## config.mk

```make
export PLATFORM = sky130hd
export DESIGN_NAME = ext_pipe
export DESIGN_NICKNAME = d
export VERILOG_FILES = /design/src/rtl/ext_pipe.sv
export SDC_FILE = /design/constraint.sdc
export NUM_CORES = 1
export LEC_CHECK = 0
export CAP_MARGIN = 10
export CORE_ASPECT_RATIO = 0.5
export CORE_MARGIN = 3
export CORE_UTILIZATION = 30
export CTS_BUF_LIST = sky130_fd_sc_hd__clkbuf_2
export CTS_CLUSTER_SIZE = 12
export DETAILED_ROUTE_END_ITERATION = 10
export SLEW_MARGIN = 20
export SYNTH_ARGS = -nofsm -noshare
export SYNTH_HDL_FRONTEND = slang
export SYNTH_SLANG_ARGS = --single-unit
```

## constraint.sdc

```tcl
create_clock -name clk -period 2.5 [get_ports clk]
set_clock_uncertainty 0.05 [all_clocks]
set_input_delay 0.5 -clock clk [delete_from_list [all_inputs] [get_ports clk]]
set_output_delay 0.5 -clock clk [all_outputs]
set_load 0.01 [all_outputs]
```

## src/rtl/ext_pipe.sv

```systemverilog
// ----------------------------------------------------------------------------
// ext_pipe
//   Pipelined immediate extender. An OPERAND_WIDTH immediate and a 2-bit mode
//   are accepted over a valid/ready handshake. The extended DATA_WIDTH word is
//   registered and presented one cycle later. A main register plus a skid
//   register (2 entries) let in_ready be a pure register output, so upstream
//   never sees a combinational path from out_ready.
//
// Parameters
//   OPERAND_WIDTH : immediate field width, 2 <= OPERAND_WIDTH < DATA_WIDTH
//   DATA_WIDTH    : datapath word width
//
// Ports
//   clk        in   clock, rising edge
//   rst        in   asynchronous, active-high reset
//   in_valid   in   upstream offers an operand
//   in_ready   out  block accepts an operand this cycle (registered)
//   data_in    in   immediate operand [OPERAND_WIDTH-1:0]
//   mode       in   00 sign-ext, 01 zero-ext, 10 sign-ext then <<1, 11 load-upper
//   out_valid  out  ext_out holds a valid result (registered)
//   out_ready  in   downstream takes the result this cycle
//   ext_out    out  extended result [DATA_WIDTH-1:0] (registered)
//   xfer_cnt   out  [15:0] wrapping count of output transfers
//                   (present only when EXT_XFER_CNT_EN is defined)
//
// Build option
//   EXT_XFER_CNT_EN : adds the xfer_cnt port and its counter. Without it the
//                     block is otherwise identical.
// ----------------------------------------------------------------------------
module ext_pipe #(
  parameter int OPERAND_WIDTH = 11,
  parameter int DATA_WIDTH    = 16
) (
  input  logic                     clk,
  input  logic                     rst,
  input  logic                     in_valid,
  output logic                     in_ready,
  input  logic [OPERAND_WIDTH-1:0] data_in,
  input  logic [1:0]               mode,
  output logic                     out_valid,
  input  logic                     out_ready,
  output logic [DATA_WIDTH-1:0]    ext_out
`ifdef EXT_XFER_CNT_EN
  ,
  output logic [15:0]              xfer_cnt
`endif
);

  localparam int E = DATA_WIDTH - OPERAND_WIDTH;

  // Elaboration-time guard on the parameter range.
  if (OPERAND_WIDTH < 2 || OPERAND_WIDTH >= DATA_WIDTH) begin : g_bad_params
    $error("ext_pipe: need 2 <= OPERAND_WIDTH < DATA_WIDTH");
  end

  typedef enum logic [1:0] {
    EMPTY = 2'd0,
    ONE   = 2'd1,
    FULL  = 2'd2
  } state_t;

  state_t                  state_q;
  logic [DATA_WIDTH-1:0]   main_q;
  logic [DATA_WIDTH-1:0]   skid_q;
  logic                    in_ready_q;
  logic                    out_valid_q;

  logic                    in_fire;
  logic                    out_fire;
  logic [DATA_WIDTH-1:0]   ext_d;

  // Extension of one immediate according to the selected mode. Mode 10 keeps
  // only the low DATA_WIDTH bits of the doubled sign-extended value.
  function automatic logic [DATA_WIDTH-1:0] extend(
    input logic [OPERAND_WIDTH-1:0] imm,
    input logic [1:0]               m
  );
    logic signed [DATA_WIDTH-1:0] sx;
    logic [DATA_WIDTH-1:0]        res;
    sx = {{E{imm[OPERAND_WIDTH-1]}}, imm};
    case (m)
      2'b00:   res = sx;
      2'b01:   res = {{E{1'b0}}, imm};
      2'b10:   res = sx <<< 1;
      default: res = {imm, {E{1'b0}}};
    endcase
    return res;
  endfunction

  assign in_fire  = in_valid && in_ready_q;
  assign out_fire = out_valid_q && out_ready;
  assign ext_d    = extend(data_in, mode);

  // ---- stage boundary: extended word registered into main/skid ----
  // in_ready/out_valid are updated together with the state so both are
  // registered copies of (state != FULL) and (state != EMPTY).
  always_ff @(posedge clk or posedge rst) begin
    if (rst) begin
      state_q     <= EMPTY;
      main_q      <= '0;
      skid_q      <= '0;
      in_ready_q  <= 1'b1;
      out_valid_q <= 1'b0;
    end else begin
      case (state_q)
        EMPTY: begin
          if (in_fire) begin
            main_q      <= ext_d;
            state_q     <= ONE;
            out_valid_q <= 1'b1;
          end
        end
        ONE: begin
          case ({in_fire, out_fire})
            2'b11: begin
              main_q <= ext_d;
            end
            2'b10: begin
              // Downstream stalled: park the new result behind main.
              skid_q     <= ext_d;
              state_q    <= FULL;
              in_ready_q <= 1'b0;
            end
            2'b01: begin
              state_q     <= EMPTY;
              out_valid_q <= 1'b0;
            end
            default: begin
              state_q <= ONE;
            end
          endcase
        end
        FULL: begin
          if (out_fire) begin
            main_q     <= skid_q;
            state_q    <= ONE;
            in_ready_q <= 1'b1;
          end
        end
        default: begin
          state_q     <= EMPTY;
          in_ready_q  <= 1'b1;
          out_valid_q <= 1'b0;
        end
      endcase
    end
  end

  assign in_ready  = in_ready_q;
  assign out_valid = out_valid_q;
  assign ext_out   = main_q;

`ifdef EXT_XFER_CNT_EN
  logic [15:0] cnt_q;

  // Counts output transfers; wraps naturally at 16 bits.
  always_ff @(posedge clk or posedge rst) begin
    if (rst) begin
      cnt_q <= 16'd0;
    end else if (out_fire) begin
      cnt_q <= cnt_q + 16'd1;
    end
  end

  assign xfer_cnt = cnt_q;
`endif

endmodule

```

==> results of run 1 <==
## worst paths after layout
check / to / slack [ns] / cells after the start
setup reg to reg: ext_out[10] / 0.52 / 6
min in group clk: skid_q[10] / 0.45 / 1
hold / removal: skid_q[14] / 0.45 / 3
hold reg to reg: skid_q[10] / 0.45 / 1
max in group asynchronous: in_ready / 1.60 / 3
setup / recovery: in_ready / 0.41 / 1
## metrics by stage
step / cell area, um2 / hold slack [ns] / worst slack, ns / utilization / cells
after floorplan: 2050 / 0.393 / 0.627 / - / 210
after global placement: 2490 / 0.405 / 0.150 / 0.393 / 323
after detailed placement: 2490 / 0.416 / 0.0896 / 0.393 / 323
after CTS: 2530 / 0.456 / 0.385 / 0.399 / 330
after global routing: 2530 / 0.472 / 0.339 / 0.399 / 330
final: 2530 / 0.451 / 0.407 / 0.399 / 330
## Yosys cell counts, types with 4 or more instances
| master | count |
|---|---|
| inv_1 | 4 |
| mux2_2 | 5 |
| nand4_1 | 12 |
| nand3_1 | 5 |
| a211oi_1 | 10 |
| a21o_1 | 10 |
| dfrtp_1 | 35 |
| and3_1 | 6 |
| a31oi_1 | 5 |
| ha_1 | 4 |
| nor2_1 | 16 |
| nor3b_1 | 4 |
| a21oi_1 | 9 |
| o41ai_2 | 4 |
| o21ai_0 | 10 |
| mux2i_1 | 7 |
| nor2b_1 | 8 |
| clkbuf_1 | 16 |
| nand2_1 | 9 |
| o31ai_1 | 4 |
| nor3_1 | 6 |
## layer usage
metal,vias up,global-route usage,wire length (um)
met5,-,0,0
met4,0,0.0460,65
met3,9,0.0323,199
met2,35,0.232,2510
met1,882,0.195,2520
li1,832,-,-
## worst min-delay path, cell delays in order
cell	delay (ns)
clkdlybuf4s50_1	0.40
inv_1	0.05
buf_4	0.41
## power breakdown
group / leakage [nW] / switching, mW / total [mW] / internal (mW)
Combinational: 0.705 / 0.0613 / 0.110 / 0.0488
Clock: 0.0288 / 0.198 / 0.265 / 0.0668
Sequential: 0.494 / 0 / 0.583 / 0.583
Total: 1.23 / 0.260 / 0.958 / 0.699
## cell families (layout without fill, tap and decap cells)
group / Yosys count / after routing / share of synthesized area
flip-flops: 36 / 36 / 0.440
AND/OR/NAND/NOR: 76 / 76 / 0.217
multiplexers: 12 / 12 / 0.0617
buffers and inverters: 24 / 56 / 0.0519
AO/OA/AOI/OAI: 58 / 58 / 0.205
adder cells (fa/ha/maj): 4 / 4 / 0.0244
## state kept, by name, summed over array words and instances, names as in the netlist
register and flops:
out_valid 1, in_ready 1, ext_out 16, state_q 2
skid_q 16
## cell type report
type | count | area (um2) | share of cell area
repair buffers | 45 | 423 | 0.167
clock inverters | 1 | 5.00 | 0.00198
well taps | 88 | 110 | 0.0436
flip-flops and latches | 36 | 902 | 0.357
inverters | 4 | 15.0 | 0.00594
multi-input cells | 150 | 1040 | 0.412
clock buffers | 6 | 30.0 | 0.0119
==> flow_metrics.env, run 1 <==
export IMPL_grt_setup_unrepaired="no"
export IMPL_vias=1758
export IMPL_period_share=0.837
export IMPL_tightest_slew_ns=0.512
export IMPL_vias_per_cell=5.33
export IMPL_critPathTopFamily="flip-flops"
export IMPL_cp_arrival_ns=1.54
export IMPL_drc=0
export IMPL_fillers=645
export IMPL_synth_edf_count=0
export IMPL_hold_viol=0
export IMPL_wirelength_um=5290
export IMPL_numCtsBuffers=5
export IMPL_synth_area_top_cells="dfrtp_1, a211oi_1, a21o_1"
export IMPL_drt_pass1_iter_count=4
export IMPL_cts_clk_slew_worst_paths_ns=0.19
export IMPL_startpoint="in_ready"
export IMPL_drv_slew=0
export IMPL_place_hpwl_um=3610
export IMPL_synth_top_cell_by_area="dfrtp_1"
export IMPL_end_kind="output port"
export IMPL_synth_cell_type_count=35
export IMPL_track_usage=0.145
export IMPL_synth_area_mm2=0.00205
export IMPL_htree_levels=2
export IMPL_status="finished, final reports clean"
export IMPL_critPathSlowestCell="dfstp_2"
export IMPL_synth_nets=231
export IMPL_cts_sinks=36
export IMPL_power_per_cell_area_mw_per_mm2=379
export IMPL_post_route_min_period_ns=2.09
export IMPL_clock_path_buffers=2
export IMPL_final_cell_mix="dfrtp_1, clkdlybuf4s50_1, nor2_1"
export IMPL_async_reset_ff_frac=1.00
export IMPL_die_x_um=123
export IMPL_reg2reg_from="in_ready"
export IMPL_critPathMaxFanout=4
export IMPL_initial_core_util=0.324
export IMPL_diodes=0
export IMPL_synth_top_cell_area_share=0.427
export IMPL_crit_type="reg2out"
export IMPL_ys_flop_type="dfrtp_1"
export IMPL_clockRootBuffer="clkbuf_2"
export IMPL_leakage_nw=1.23
export IMPL_yosysSeqAreaShare=0.440
export IMPL_min_path_type="in2async"
export IMPL_nets=263
export IMPL_io_buffers=34
export IMPL_place_gp_congestion=0.776
export IMPL_avgSynthCellArea_um2=9.76
export IMPL_design_portCount=35
export IMPL_grt_pass1_wl_um=9040
export IMPL_cts_tree="yes"
export IMPL_die_area_mm2=0.00792
export IMPL_totalPowerFinal_uw=958
export IMPL_cts_hold_buf=0
export IMPL_final_common_cell="dfrtp_1"
export IMPL_totalNegativeSetupSlack_ns=0
export IMPL_worstPathCellList="clkdlybuf4s50_1"
export IMPL_grt_overflow_total=0
export IMPL_max_freq_mhz=478
export IMPL_antenna_found_initial=0
export IMPL_clk_latency_ns=0.38
export IMPL_die_y_um=64.4
export IMPL_area_delta_synth_final_pct=23.3
export IMPL_drive_above_1_share=0.128
export IMPL_ant_nets=0
export IMPL_cap_violations=0
export IMPL_grt_max_degree=37
export IMPL_synth_cells=210
export IMPL_wl_per_cell_um=16.0
export IMPL_setup_viol=0
export IMPL_path_buf_inv=1
export IMPL_critical_path_required_ns=1.95
export IMPL_ys_seq_elements=36
export IMPL_slew_headroom=0.658
export IMPL_grt_pass1_vias=1829
export IMPL_cpPeakStageDelay_ns=0.61
export IMPL_start_kind="register"
export IMPL_core_mm2=0.00633
export IMPL_yosysWarnings=0
export IMPL_cts_resized_gates=0
export IMPL_drt_initial_drc_count=97
export IMPL_cts_setup_buffers=0
export IMPL_num_rows=20
export IMPL_peakVddDrop_mv=0.147
Power figures use the tool's default switching activity.
==> inputs of run 2 (changes only) <==
==> constraint.sdc (replaced) <==
create_clock -name clk -period 1.99 [get_ports clk]
set_clock_uncertainty 0.05 [all_clocks]
set_input_delay 0.398 -clock clk [delete_from_list [all_inputs] [get_ports clk]]
set_output_delay 0.398 -clock clk [all_outputs]
set_load 0.01 [all_outputs]
==> flow_metrics.env, run 2 (synthesis gave the netlist of run 1 again) <==
export IMPL_grt_setup_unrepaired="yes"
export IMPL_fin_area_mm2=0.00268
export IMPL_period_share=0.942
export IMPL_place_ws_ns=-0.189
export IMPL_grt_max_degree=37
export IMPL_critPathMaxFanout=5
export IMPL_drt_initial_drc_count=112
export IMPL_cap_violations=0
export IMPL_wirelength_um=5530
export IMPL_nets=276
export IMPL_track_usage=0.147
export IMPL_final_cell_mix="dfrtp_1, clkdlybuf4s50_1, buf_4"
export IMPL_grt_pass1_wl_um=9180
export IMPL_peakVddDrop_mv=0.210
export IMPL_hold_viol=0
export IMPL_area_delta_synth_final_pct=31.0
export IMPL_critPathSlowestCell="clkdlybuf4s50_1"
export IMPL_wl_per_cell_um=16.1
export IMPL_cts_clk_slew_worst_paths_ns=0.19
export IMPL_critPathTopFamily="buffers and inverters"
export IMPL_end_kind="output port"
export IMPL_power_per_cell_area_mw_per_mm2=507
export IMPL_place_hpwl_um=3720
export IMPL_critical_path_required_ns=1.54
export IMPL_path_buf_inv=1
export IMPL_die_y_um=64.4
export IMPL_design_portCount=35
export IMPL_vias=1796
export IMPL_numCtsBuffers=5
export IMPL_drv_slew=0
export IMPL_place_gp_congestion=0.807
export IMPL_ant_nets=0
export IMPL_clock_path_buffers=2
export IMPL_cts_tree="yes"
export IMPL_htree_levels=2
export IMPL_die_area_mm2=0.00792
export IMPL_die_x_um=123
export IMPL_clk_latency_ns=0.40
export IMPL_initial_core_util=0.324
export IMPL_min_path_type="in2async"
export IMPL_post_dp_cell_area_mm2=0.00257
export IMPL_post_route_min_period_ns=1.88
export IMPL_clockRootBuffer="clkbuf_2"
export IMPL_tightest_slew_ns=0.501
export IMPL_multi_input_area_mm2=0.00108
export IMPL_cts_sinks=36
export IMPL_leakage_nw=1.32
export IMPL_final_util=0.424
export IMPL_totalPowerFinal_mw=1.36
export IMPL_status="finished, final reports clean"
export IMPL_diodes=0
export IMPL_worstPathCellList="clkdlybuf4s50_1"
export IMPL_cpPeakStageDelay_ns=0.57
export IMPL_setup_viol=0
export IMPL_antenna_found_initial=0
export IMPL_setup_slack_ns=0.114
export IMPL_fillers=607
export IMPL_drc=0
export IMPL_drt_pass1_iter_count=5
export IMPL_holdWs_ns=0.328
export IMPL_grt_pass1_vias=1806
export IMPL_cp_arrival_ns=1.43
export IMPL_drive_above_1_share=0.195
export IMPL_io_buffers=34
export IMPL_crit_type="reg2out"
export IMPL_start_kind="register"
export IMPL_core_mm2=0.00633
export IMPL_num_rows=20
export IMPL_final_common_cell="dfrtp_1"
export IMPL_seq_area_um2=902
export IMPL_slew_headroom=0.665
export IMPL_grt_overflow_total=0
export IMPL_max_freq_mhz=533
export IMPL_vias_per_cell=5.22
-- run 2: cell types whose count changed in the layout (fill, tap and decap cells not counted), sizes merged --
| cell | delta |
|---|---|
| and3 | +1 |
| clkdlybuf4s50 | -1 |
| bufinv | +1 |
| buf | +12 |
| dlygate4sd2 | +1 |
-- run 2: final timing paths --
check	start	to	slack [ns]	depth (start not counted)
max	out_valid	out_valid	0.11	1
min	rst	skid_q[13]	0.33	3
max reg2reg	in_ready	ext_out[9]	0.12	6
min reg2reg	skid_q[13]	skid_q[13]	0.46	1
max in group asynchronous	rst	in_ready	1.21	3
min in group clk	skid_q[13]	skid_q[13]	0.46	1
-- run 2: routing by layer --
layer  vias up  part of all wire  global-route usage
li1        865                 -                   -
met1       883              0.49               0.211
met2        38              0.45               0.222
met3        10             0.043              0.0323
met4         0             0.014              0.0460
met5         -                 0                   0
-- run 2: what timing repair did --
item / in CTS / in global routing
gates cloned: 0 / 1
pin swaps: 0 / 3
buffers inserted: 1 / 1
gates resized for setup: 1 / 6
endpoints found under the setup margin: 1 / 9
hold buffers: 0 / 0
-- run 2: power by group --
group,switching [mW],internal (mW)
clock,0.265,0.216
combinational,0.0808,0.0661
sequential,0,0.733
-- run 2: stage by stage --
stage / cells / TNS [ns]
global route: 344 / -0.0272
CTS: 342 / 0
floorplan: 210 / 0
global placement: 333 / -1.22
detailed placement: 333 / -2.12
finish: 344 / 0
-- run 2: final cells by class --
class | count | share of cell area
Clock buffer | 6 | 0.0112
Sequential cell | 36 | 0.336
Multi-Input combinational cell | 151 | 0.402
Inverter | 4 | 0.00559
Clock inverter | 2 | 0.0131
Tap cell | 88 | 0.0410
Timing Repair Buffer | 57 | 0.191
